<file path="src/rtl/vote_filter.sv">
// vote_filter: registered threshold/parity voter followed by a symmetric
// persistence filter. The filtered output f changes only after HOLD
// consecutive sampled cycles agree on the new value; rise/fall pulse for one
// clock on the edge where f changes.
//
// Interface timing: there is no valid/ready handshake. en is a sample
// qualifier. On an edge with en=1, in_vec and mode are sampled and the filter
// advances. On an edge with en=0, every register holds its value, except
// rise/fall, which return to 0. All outputs are driven directly from
// registers, so there is no combinational path from any input to any output.
//
// The dbg_state_o and dbg_run_o outputs expose the filter FSM state and its
// run counter so that external checkers can observe them.

module vote_filter #(
  parameter int WIDTH  = 4,  // number of voted bits, >= 2
  parameter int THRESH = 3,  // ones-count needed for a true threshold vote, 1..WIDTH
  parameter int HOLD   = 2   // consecutive sampled cycles needed to change f, >= 1
) (
  input  logic                         clk,
  input  logic                         rst_n,
  input  logic                         en,
  input  logic                         mode,
  input  logic [WIDTH-1:0]             in_vec,
  output logic [$clog2(WIDTH+1)-1:0]   cnt,
  output logic                         vote,
  output logic                         f,
  output logic                         rise,
  output logic                         fall,
  output logic [1:0]                   dbg_state_o,
  output logic [$clog2(HOLD+1)-1:0]    dbg_run_o
);

  localparam int CW = $clog2(WIDTH + 1);
  localparam int RW = $clog2(HOLD + 1);

  localparam logic [CW-1:0] THRESH_C    = CW'(THRESH);
  localparam logic [RW-1:0] HOLD_C      = RW'(HOLD);
  localparam bit            HOLD_IS_ONE = (HOLD == 1);

  typedef enum logic [1:0] {
    S_IDLE      = 2'd0,  // f=0, no qualifying run in progress
    S_ARMING    = 2'd1,  // f=0, counting consecutive vote=1 samples
    S_ACTIVE    = 2'd2,  // f=1, no release run in progress
    S_RELEASING = 2'd3   // f=1, counting consecutive vote=0 samples
  } state_e;

  // Ones-count of a vector, written as a simple adder chain.
  function automatic logic [CW-1:0] popcount(input logic [WIDTH-1:0] v);
    logic [CW-1:0] c;
    c = '0;
    for (int i = 0; i < WIDTH; i++) begin
      c = c + CW'(v[i]);
    end
    return c;
  endfunction

  // ---------------------------------------------------------------------
  // Stage 1: popcount and raw decision
  // ---------------------------------------------------------------------
  logic [CW-1:0] pop_w;
  logic [CW-1:0] cnt_q, cnt_d;
  logic          vote_q, vote_d;

  // Next values of the count and raw vote; both hold while en=0.
  always_comb begin
    pop_w  = popcount(in_vec);
    cnt_d  = cnt_q;
    vote_d = vote_q;
    if (en) begin
      cnt_d  = pop_w;
      // Parity ignores THRESH; cnt is still the popcount in either mode.
      vote_d = mode ? (^in_vec) : (pop_w >= THRESH_C);
    end
  end

  // Stage 1 registers.
  always_ff @(posedge clk or negedge rst_n) begin
    if (!rst_n) begin
      cnt_q  <= '0;
      vote_q <= 1'b0;
    end else begin
      cnt_q  <= cnt_d;
      vote_q <= vote_d;
    end
  end

  // ---------------------------------------------------------------------
  // Persistence filter FSM
  // ---------------------------------------------------------------------
  state_e        state_q, state_d;
  logic [RW-1:0] run_q, run_d;
  logic          f_q, f_d;
  logic          rise_q, rise_d;
  logic          fall_q, fall_d;
  logic [RW-1:0] run_inc_w;
  logic          hold_hit_w;

  // run_q is strictly below HOLD inside ARMING and RELEASING, so the
  // increment cannot wrap before it is compared with HOLD.
  always_comb begin
    run_inc_w  = run_q + 1'b1;
    hold_hit_w = (run_inc_w == HOLD_C);
  end

  // Next state, run counter and f; rise/fall default to 0 so they last one clock.
  always_comb begin
    state_d = state_q;
    run_d   = run_q;
    f_d     = f_q;
    rise_d  = 1'b0;
    fall_d  = 1'b0;
    if (en) begin
      unique case (state_q)
        S_IDLE: begin
          if (vote_q) begin
            if (HOLD_IS_ONE) begin
              state_d = S_ACTIVE;
              run_d   = '0;
              f_d     = 1'b1;
              rise_d  = 1'b1;
            end else begin
              state_d = S_ARMING;
              run_d   = RW'(1);
            end
          end
        end
        S_ARMING: begin
          if (vote_q) begin
            if (hold_hit_w) begin
              state_d = S_ACTIVE;
              run_d   = '0;
              f_d     = 1'b1;
              rise_d  = 1'b1;
            end else begin
              run_d = run_inc_w;
            end
          end else begin
            // A disagreeing sample breaks the run.
            state_d = S_IDLE;
            run_d   = '0;
          end
        end
        S_ACTIVE: begin
          if (!vote_q) begin
            if (HOLD_IS_ONE) begin
              state_d = S_IDLE;
              run_d   = '0;
              f_d     = 1'b0;
              fall_d  = 1'b1;
            end else begin
              state_d = S_RELEASING;
              run_d   = RW'(1);
            end
          end
        end
        S_RELEASING: begin
          if (!vote_q) begin
            if (hold_hit_w) begin
              state_d = S_IDLE;
              run_d   = '0;
              f_d     = 1'b0;
              fall_d  = 1'b1;
            end else begin
              run_d = run_inc_w;
            end
          end else begin
            // A disagreeing sample cancels the release.
            state_d = S_ACTIVE;
            run_d   = '0;
          end
        end
        default: begin
          state_d = S_IDLE;
          run_d   = '0;
          f_d     = 1'b0;
        end
      endcase
    end
  end

  // Filter registers; reset abandons any run in progress.
  always_ff @(posedge clk or negedge rst_n) begin
    if (!rst_n) begin
      state_q <= S_IDLE;
      run_q   <= '0;
      f_q     <= 1'b0;
      rise_q  <= 1'b0;
      fall_q  <= 1'b0;
    end else begin
      state_q <= state_d;
      run_q   <= run_d;
      f_q     <= f_d;
      rise_q  <= rise_d;
      fall_q  <= fall_d;
    end
  end

  // ---------------------------------------------------------------------
  // Outputs, all taken straight from registers
  // ---------------------------------------------------------------------
  assign cnt         = cnt_q;
  assign vote        = vote_q;
  assign f           = f_q;
  assign rise        = rise_q;
  assign fall        = fall_q;
  assign dbg_state_o = state_q;
  assign dbg_run_o   = run_q;

endmodule

</file>
<file path="config.mk">
export PLATFORM = sky130hd
export DESIGN_NAME = vote_filter
export DESIGN_NICKNAME = d
export VERILOG_FILES = /design/src/rtl/vote_filter.sv
export SDC_FILE = /design/constraint.sdc
export NUM_CORES = 1
export LEC_CHECK = 0
export CORE_UTILIZATION = 25
export CTS_BUF_LIST = sky130_fd_sc_hd__clkbuf_4 sky130_fd_sc_hd__clkbuf_8
export DETAILED_ROUTE_END_ITERATION = 12
export GPL_ROUTABILITY_DRIVEN = 0
export GPL_TIMING_DRIVEN = 1
export SYNTH_ARGS = -nofsm -noshare
export SYNTH_HDL_FRONTEND = slang
export SYNTH_SLANG_ARGS = --single-unit
</file>
<file path="constraint.sdc">
create_clock -name clk -period 1.4 [get_ports clk]
set_input_delay 0.28 -clock clk [delete_from_list [all_inputs] [get_ports clk]]
set_output_delay 0.28 -clock clk [all_outputs]
set_load 0.1 [all_outputs]
</file>
==> results.tsv, run 1 <==
metric	value	unit
cts_tree	built	
postRouteAntennaNets	0	
worst_pin_slew	0.511	ns
register_area	279	µm²
synthTopCellsByArea	dfrtp_1 (49%), mux2_2 (8.0%), ha_1 (6.7%)	
cts_max_level	1	
post_drt_wl_per_cell	11.1	µm
ys_types	21	
period_minus_slack	1.61	ns
worst_setup_path_end_kind	flop	
io-pin-count	19	
insertion_delay	0.26	ns
area_growth	75.1	%
die_area	0.00244	mm²
fp-row-count	16	
ir_drop	1.38	mV
grt_usage	11.4	%
final_common_cell	buf_12	
cts.sinks	11	
grt_pass1_vias	444	
numPortBuffers	18	
grt-ovfl-total	0	
cts-root-buf	clkbuf_4	
synth_warnings	0	
finClkSkew	0.000444	ns
failed_checks	setup timing	
wirelength	1.10	mm
hold_violations	0	
start_util	27.5	%
rsz0062_at_grt	yes	
finalSetupTns	-0.293	ns
arrival	1.82	ns
final_util	48.2	%
drc	0	
drv_slew	0	
hold_buffers	0	
fill_cells	186	
cap_violations	0	
status	finished with violations	
total_power	1.98	mW
setup_slack	-0.215	ns
drive_gt1_share	52.8	%
syn_avg_cell_area	12.0	µm²
post-place-ws	-1.01	ns
synth_largest_area_cell	dfrtp_1	
syn_inst	47	
die-width	49.4	µm
multiInputGateArea	288	µm²
dp_hpwl	887	µm
hp-class	input pin to asynchronous set/reset pin	
layout_common_cells	buf_12 (11), dfrtp_1 (8)	
min_period_over_period	115	%
grt_pass1_wl	2.00	mm
dr.pass1.iters	4	
synthDominantCellAreaShare	49.0	%
nets	85	
clk_pin_slew	0.07	ns
start_kind	input pin	
fmax	0.619	GHz
grt_max_degree	12	
synth_nets	59	
antenna_cells	0	
max_slew_margin	65.8	%
vias	432	
core_area	0.00204	mm²
antenna_found_initial	0	
clk_path_buf_depth	2	
powerDensity	2020	mW/mm²
synth_seq_cells	11	
crit_type	input pin to flop	
viasPerCell	4.36	
reg2reg_slack	0.19	ns
static-leakage-power	0.442	nW
critPathRequiredTime	1.60	ns
synthesis.area	562	µm²
crit_fanout	2	
die_h	49.4	µm
setup_viol	2	
numCtsBuffers	3	
drt-initial-drc-count	10	
yosysSeqAreaShare	49.0	%
sequential cells by signal (all words and copies together) (netlist names), named ones only:
name         count
cnt              3
dbg_run_o        2
dbg_state_o      1
f                1
fall             1
rise             1
vote             1
cells in the mapped netlist:
library cell and instances:
buf_2 1, dfrtp_1 11, nand2_1 1, nand3b_1 1
fa_1 1, a21oi_1 3, nor3b_1 2, o311ai_0 1
a31oi_1 1, inv_1 8, mux2_4 1, o21ai_0 2
xnor3_1 1, nand2b_1 1, mux2_2 4, a311oi_1 1
a21oi_2 1, xor2_1 1, ha_1 3, nand4b_1 1
nor2_1 1
what timing repair did:
action	in CTS	in global routing
resized for setup	17	0
setup endpoints to repair	4	3
buffers inserted	0	0
pin swaps	4	3
per-layer routing:
metal / wire length [µm] / vias up / track usage (%)
met5: 0 / - / 0
met4: 14 / 0 / 5.71
met3: 50 / 2 / 4.36
met2: 569 / 11 / 18.0
met1: 464 / 208 / 13.4
li1: - / 211 / -
area by class of cell:
type	count	share of cell area [%]
well taps	27	3.44
flip-flops and latches	11	28.4
clock buffers	4	3.05
inverters	8	3.82
repair buffers	22	32.1
multi-input cells	27	29.3
per-stage QoR:
step,std cells,hold slack (ns),cell area [µm²]
finish,99,0.352,983
global route,99,0.398,983
CTS,99,0.357,983
detailed placement,95,0.539,958
global placement,95,0.528,958
floorplan,47,-0.0156,609
path summary, 6_finish.rpt:
kind	start	end	cells past startpoint
min in group clk	dbg_state_o[0]	dbg_run_o[0]	1
hold / removal	rst_n	f	1
setup reg to reg	flop	dbg_run_o[1]	3
hold reg to reg	dbg_state_o[0]	dbg_run_o[0]	1
max in group asynchronous	rst_n	dbg_run_o[0]	1
setup / recovery	in_vec[3]	vote	9
cell families after synthesis:
kind of cell / Yosys count / synth area share (%)
mux: 5 / 10.7
xor+xnor: 2 / 5.57
buf+inv: 9 / 6.24
compound gates: 9 / 10.2
flops: 11 / 49.0
fa+ha+maj: 4 / 10.2
simple gates: 7 / 8.02
report_power, final:
group / switching, mW / internal (mW)
Combinational: 0.777 / 0.477
Sequential: 0.0958 / 0.401
Clock: 0.103 / 0.130
critical path, stage by stage:
cell and delay [ns]:
buf_8 0.09, inv_8 0.03, fa_1 0.55, inv_2 0.05, ha_4 0.16, ha_4 0.26
a21oi_2 0.04, mux2_4 0.27, a21oi_2 0.10
(Power assumes the default switching activity.)
==> inputs of run 2 (changes only) <==
--- a/config.mk
+++ b/config.mk
@@ -5,6 +5,7 @@
 export SDC_FILE = /design/constraint.sdc
 export NUM_CORES = 1
 export LEC_CHECK = 0
+export CORE_MARGIN = 8
 export CORE_UTILIZATION = 25
 export CTS_BUF_LIST = sky130_fd_sc_hd__clkbuf_4 sky130_fd_sc_hd__clkbuf_8
 export DETAILED_ROUTE_END_ITERATION = 12
==> results.tsv, run 2 (synthesis results as in run 1) <==
metric	value	unit	change
drt-initial-drc-count	9		was 10
fp-row-count	17		was 16
cts-root-buf	clkbuf_4		unchanged
ir_drop	1.04	mV	was 1.38 mV
hold_violations	0		unchanged
antenna_cells	0		unchanged
max_slew_margin	67.9	%	was 65.8%
arrival	1.80	ns	was 1.82 ns
setup_slack	-0.212	ns	was -0.215 ns
powerDensity	1950	mW/mm²	was 2020 mW/mm²
die_area	0.00402	mm²	was 0.00244 mm²
core_area	0.00217	mm²	was 0.00204 mm²
die_h	63.4	µm	was 49.4 µm
fill_cells	212		was 186
r2r-end	dbg_run_o[1]		unchanged
finalSetupTns	-0.283	ns	was -0.293 ns
reg2regPathDepth	3		unchanged
clk_path_buf_depth	2		unchanged
grt_usage	6.56	%	was 11.4%
worst_pin_slew	0.479	ns	was 0.511 ns
numCtsBuffers	3		unchanged
grt_pass1_vias	466		was 444
grt_max_degree	12		unchanged
reg2reg_slack	0.15	ns	was 0.19 ns
nets	85		unchanged
cts_tree	built		unchanged
whs	0.339	ns	was 0.352 ns
postRouteAntennaNets	0		unchanged
worst_setup_path_end_kind	flop		unchanged
setup_viol	2		unchanged
wirelength	1.20	mm	was 1.10 mm
vias	415		was 432
failed_checks	setup timing		unchanged
dr.pass1.iters	4		unchanged
register_area	279	µm²	unchanged
static-leakage-power	0.448	nW	was 0.442 nW
area_growth	78.6	%	was 75.1%
grt-ovfl-total	0		unchanged
final_common_cell	buf_12		unchanged
status	finished with violations		unchanged
insertion_delay	0.26	ns	about the same
total_power	1.96	mW	was 1.98 mW
multiInputGateArea	288	µm²	unchanged
start_util	25.9	%	was 27.5%
cap_violations	0		unchanged
hp-class	input pin to asynchronous set/reset pin		unchanged
crit_path_start	in_vec[3]		unchanged
antenna_found_initial	0		unchanged
finClkSkew	0.00595	ns	was 0.000444 ns
critPathRequiredTime	1.59	ns	was 1.60 ns
crit_type	input pin to flop		unchanged
clk_pin_slew	0.07	ns	about the same
drv_slew	0		unchanged
fmax	0.620	GHz	was 0.619 GHz
dp_hpwl	997	µm	was 887 µm
instances_no_fill	100		was 99
viasPerCell	4.15		was 4.36
die-width	63.4	µm	was 49.4 µm
numPortBuffers	18		unchanged
rsz0062_at_grt	yes		unchanged
start_kind	input pin		unchanged
drive_gt1_share	52.8	%	unchanged
largest_reg_flops	3		unchanged
grt_pass1_wl	2.15	mm	was 2.00 mm
period_minus_slack	1.61	ns	about the same
drc	0		unchanged
dp_cells	96		was 95
cts.sinks	11		unchanged
cts_max_level	1		unchanged
post_drt_wl_per_cell	12.0	µm	was 11.1 µm
crit_fanout	2		unchanged
min_period_over_period	115	%	about the same
final_util	46.3	%	was 48.2%
io-pin-count	19		unchanged
layout_common_cells	buf_12 (11), dfrtp_1 (8)		unchanged
-- run 2: cell types whose count changed in the layout (fill, tap and decap cells not counted) --
cell,delta
inv_4,+1
buf_2,-2
inv_2,-1
buf_8,+1
buf_6,+1
-- run 2: worst max-delay path, stage by stage --
cell	delay [ns]
buf_8	0.09
inv_8	0.03
fa_1	0.54
inv_2	0.05
ha_4	0.15
ha_4	0.26
a21oi_2	0.04
mux2_4	0.27
a21oi_2	0.11
-- run 2: repair_timing --
| action | in CTS | in global routing |
|---|---|---|
| resized for setup | 19 | 2 |
| pin swaps | 3 | 3 |
| hold buffers | 0 | 0 |
| setup buffers | 0 | 0 |
| endpoints found under the setup margin | 4 | 2 |
-- run 2: worst max path at each step --
| stage | end | slack [ns] | cells past startpoint |
|---|---|---|---|
| finish | vote | -0.21 | 9 |
| detailed placement | vote | -1.01 | 9 |
| global placement | vote | -1.0 | 9 |
| global route | vote | -0.22 | 9 |
| CTS | vote | -0.22 | 9 |
| floorplan | vote | -0.35 | 8 |
-- run 2: stage by stage --
step	worst slack (ns)	cell area, µm²
global placement	-0.998	960
detailed placement	-1.01	960
floorplan	-0.349	609
finish	-0.212	1000
global route	-0.217	1000
CTS	-0.219	996
-- run 2: area by class of cell --
type / count / area share [%]
Clock buffer: 4 / 2.99
Timing Repair Buffer: 22 / 33.0
Tap cell: 28 / 3.49
Sequential cell: 11 / 27.8
Multi-Input combinational cell: 27 / 28.7
Inverter: 8 / 3.99
-- run 2: power breakdown --
group	internal, mW	switching (mW)	total [mW]
Clock	0.129	0.0982	0.228
Sequential	0.401	0.116	0.517
Combinational	0.463	0.749	1.21
Total	0.993	0.963	1.96
-- run 2: layer usage --
layer / track usage, % / share of wire [%]
met1: 6.89 / 44
met2: 11.0 / 48
met3: 4.24 / 7.8
met4: 0.836 / 0
met5: 0 / 0
